**config.mk**
```make
export PLATFORM = sky130hd
export DESIGN_NAME = handshake_seq_gen
export DESIGN_NICKNAME = d
export VERILOG_FILES = /design/src/rtl/handshake_seq_gen.sv
export SDC_FILE = /design/constraint.sdc
export NUM_CORES = 1
export LEC_CHECK = 0
export CAP_MARGIN = 40
export CORE_ASPECT_RATIO = 1.5
export CORE_UTILIZATION = 35
export CTS_BUF_LIST = sky130_fd_sc_hd__clkbuf_4 sky130_fd_sc_hd__clkbuf_8
export DETAILED_ROUTE_END_ITERATION = 7
export PLACE_DENSITY_LB_ADDON = 0.2
export SYNTH_ARGS = -nofsm -noshare
export SYNTH_HDL_FRONTEND = slang
export SYNTH_SLANG_ARGS = --single-unit
```
**constraint.sdc**
```tcl
create_clock -name clk -period 1.64 [get_ports clk]
set_input_delay 0.328 -clock clk [delete_from_list [all_inputs] [get_ports clk]]
set_output_delay 0.328 -clock clk [all_outputs]
set_load 0.005 [all_outputs]
```
**src/rtl/handshake_seq_gen.sv**
```systemverilog
// handshake_seq_gen: enabled WIDTH-bit up-counter plus a four-phase req/ack
// initiator launched on each rising edge of en, with an ack timeout and a
// saturating count of completed transfers.
module handshake_seq_gen #(
    parameter int WIDTH    = 4,
    parameter int MAX_WAIT = 15,
    parameter int CNT_W    = 8
) (
    input  logic             clk,
    input  logic             rst,
    input  logic             en,
    input  logic             ack,
    output logic             req,
    output logic [WIDTH-1:0] a,
    output logic             busy,
    output logic             timeout,
    output logic [CNT_W-1:0] xfer_cnt
);

    // wait_cnt only has to reach MAX_WAIT-1; keep at least one bit
    localparam int WW = (MAX_WAIT > 1) ? $clog2(MAX_WAIT) : 1;
    localparam logic [WW-1:0]    WAIT_LAST = WW'(MAX_WAIT - 1);
    localparam logic [CNT_W-1:0] XFER_MAX  = {CNT_W{1'b1}};

    typedef enum logic [1:0] {
        IDLE = 2'd0,
        REQ  = 2'd1,
        DROP = 2'd2
    } state_t;

    state_t          state, state_nxt;
    logic            en_q;
    logic            rise;
    logic [WW-1:0]   wait_cnt;
    logic            xfer_done;
    logic            to_hit;

    assign rise = en & ~en_q;
    assign busy = (state != IDLE);

    // running count: +1 on every enabled edge, wraps naturally
    always_ff @(posedge clk) begin
        if (rst) begin
            a    <= '0;
            en_q <= 1'b0;
        end else begin
            en_q <= en;
            if (en)
                a <= a + 1'b1;
        end
    end

    // next-state decode; ack takes priority over the timeout check
    always_comb begin
        state_nxt = state;
        xfer_done = 1'b0;
        to_hit    = 1'b0;
        unique case (state)
            IDLE: begin
                if (rise)
                    state_nxt = REQ;
            end
            REQ: begin
                if (ack) begin
                    state_nxt = DROP;
                    xfer_done = 1'b1;
                end else if (wait_cnt == WAIT_LAST) begin
                    state_nxt = IDLE;
                    to_hit    = 1'b1;
                end
            end
            DROP: begin
                if (!ack)
                    state_nxt = IDLE;
            end
            default: state_nxt = IDLE;
        endcase
    end

    // FSM state, registered req/timeout, wait counter and transfer counter
    always_ff @(posedge clk) begin
        if (rst) begin
            state    <= IDLE;
            req      <= 1'b0;
            timeout  <= 1'b0;
            wait_cnt <= '0;
            xfer_cnt <= '0;
        end else begin
            state   <= state_nxt;
            req     <= (state_nxt == REQ);
            timeout <= to_hit;
            if (state == REQ)
                wait_cnt <= wait_cnt + 1'b1;
            else
                wait_cnt <= '0;
            if (xfer_done && xfer_cnt != XFER_MAX)
                xfer_cnt <= xfer_cnt + 1'b1;
        end
    end

endmodule
```
==> results.toml <==
[outcome]
outcome = "complete, but fails checks"
violations = "design-rule violations"

[clocking]
cts_buffers = 3
htreeDepth = 1
cts-root-buf = "clkbuf_4"
cts_buffer_depth = 2
cts.reportedPaths.clkPinSlew_ps = 120
cts_hold_buf = 0
clkSinkCount = 21
tritoncts = "yes"
insertion_delay_ps = 290

[pwr]
ir_drop_mv = 0.590
p_per_area_nw_per_um2 = 748
power_uw = 869
leakage_nw = 0.462

[floorplanning]
die_w_um = 43.5
ios = 19
start_util = 0.369
rows = 22
dieHeight_um = 64.2
die_area_um2 = 2790
core_um2 = 2450

[sta]
period_needed_ps = 1570
rsz0062_at_grt = "false"
max_freq_mhz = 637
period_share = 0.957
relSlewSlack = 0.829
hold_viol = 0
setup_slack_ps = 69.8
drv_slew = 0
worst_pin_slew_ps = 253
setup_viol = 0
fin_skew_ps = 1.33

[grt]
met1_usage = 0.163
track_usage = 0.137
grt.busiest_layer = "met2"
grt_pass1_wl_um = 2870
grt_max_degree = 13
grt.overflow.total = 0
use_met2 = 0.225
use_met3 = 0.0169
antenna_found_initial = 0
grt_pass1_vias = 650

[synthesis]
yosysTopAreaCell = "dfxtp_1"
yosysWarnings = 0
avgSynthCellArea_um2 = 9.61
ys_ff_latch = 21
synth_top_area_share = 0.465
synth_cell_types = 33
synthesis.area_um2 = 903
synthCells = 94
postSynthNetCount = 102
ys_seq_area_frac = 0.465
yosys-top-cells-area = "dfxtp_1, nor2_1, xor2_1"

[place]
io_buffer_count = 18
place_ws_ps = -94.7
place_inst = 136
dp_hpwl_um = 1170
gp_congestion = 0.725

[drt]
first_pass_iters = 7
drc = 2
drt-total-wl_um = 1630
drtAntennaViolNets = 0
vias = 696
drtIter0Drc = 13
avgViaCountPerCell = 4.94
avgRoutedWirePerCell_um = 11.6

[critical_path]
slowest_delay_ps = 530
path_delay_family = "buffers and inverters"
path_buf_inv = 1
cp_max_fo = 4
critPathSlowestCell = "clkdlybuf4s50_1"
start_kind = "register"
critPathKind = "register to output pin"
end_kind = "output pin"
critPathRequiredTime_ps = 1310
crit_chain = "clkdlybuf4s50_1"
cp.arrival_ps = 1240

[run]
drv_cap = 0

[cells_and_area]
drive_gt1_frac = 0.188
layout.nets = 126
final_core_util = 0.474
syn2layout_area_growth_pct = 28.5
antenna_cells = 0
layout_commonest_cell = "clkdlybuf4s50_1"
stdcell_count = 141
layout_common_cells = "clkdlybuf4s50_1, nor2_1, dfxtp_1, xor2_1"

[hold_path]
hp-class = "register to register"
==> final timing paths <==
check	from	end	slack (ps)	cells after the start
min	wait_cnt[0]	wait_cnt[0]	490	1
max reg2reg	xfer_cnt[0]	xfer_cnt[5]	220	5
min reg2reg	wait_cnt[0]	wait_cnt[0]	490	1
max	a[0]	a[0]	70	1
==> what timing repair did <==
action	CTS	global route
gates resized for setup	5	3
endpoints found under the setup margin	2	3
setup buffers	1	0
==> metrics by stage <==
step,cell area (um2),TNS (ps),hold WS (ps)
6_report,1160,0,486
5_1_grt,1160,0,515
4_1_cts,1160,0,491
3_5_place_dp,1120,-139,471
3_3_place_gp,1120,-100,446
2_1_floorplan,903,0,407
==> state kept, by name, indices dropped and copies added, names as in the netlist <==
| signal | count |
|---|---|
| xfer_cnt | 8 |
| en_q | 1 |
| state | 2 |
| a | 4 |
| wait_cnt | 4 |
| req | 1 |
| timeout | 1 |
==> routing by layer <==
layer,part of all wire,vias up
met5,0,-
met2,0.48,9
met1,0.48,321
met3,0.028,2
li1,-,364
met4,0.015,0
==> cells in the mapped netlist <==
library cell   n
dfxtp_1       21
nor2_1        15
xor2_1         6
nand2_1        5
ha_1           4
nand3_1        4
nor3_1         4
inv_1          3
xnor2_1        3
a21oi_1        2
clkbuf_1       2
mux2i_1        2
nor2b_1        2
o21ai_1        2
a32oi_1        1
and2b_2        1
and3_1         1
and3_2         1
and3b_4        1
buf_6          1
mux2_4         1
nand3b_1       1
nand4_1        1
nand4_2        1
nor2_2         1
o211ai_1       1
o211ai_2       1
o21ai_2        1
o31ai_1        1
o41ai_1        1
or2_1          1
or3_1          1
or4_1          1
==> kinds of logic after synthesis <==
logic type / after synthesis / share of synthesized area
xor gates and xnor gates: 9 / 0.0873
adders and majority gates: 4 / 0.0554
DFF: 21 / 0.465
AOI/OAI and AO/OA: 10 / 0.0817
and+or+nand+nor: 41 / 0.238
muxes: 3 / 0.0388
buffers and inverters: 6 / 0.0332
==> where the power goes <==
group	switching, mW	internal (mW)
clock	0.155	0.0907
combinational	0.0374	0.0490
sequential	0.0122	0.524
total	0.205	0.664
==> final cells by class <==
type	count	area, um2
repair buffers	22	209
clock inverters	1	5.00
inverters	3	11.3
clock buffers	3	22.5
well taps	24	30.0
fillers	240	1290
multi-input cells	67	453
flip-flops and latches	21	430
Note: power is estimated with default switching activity, not from simulation.
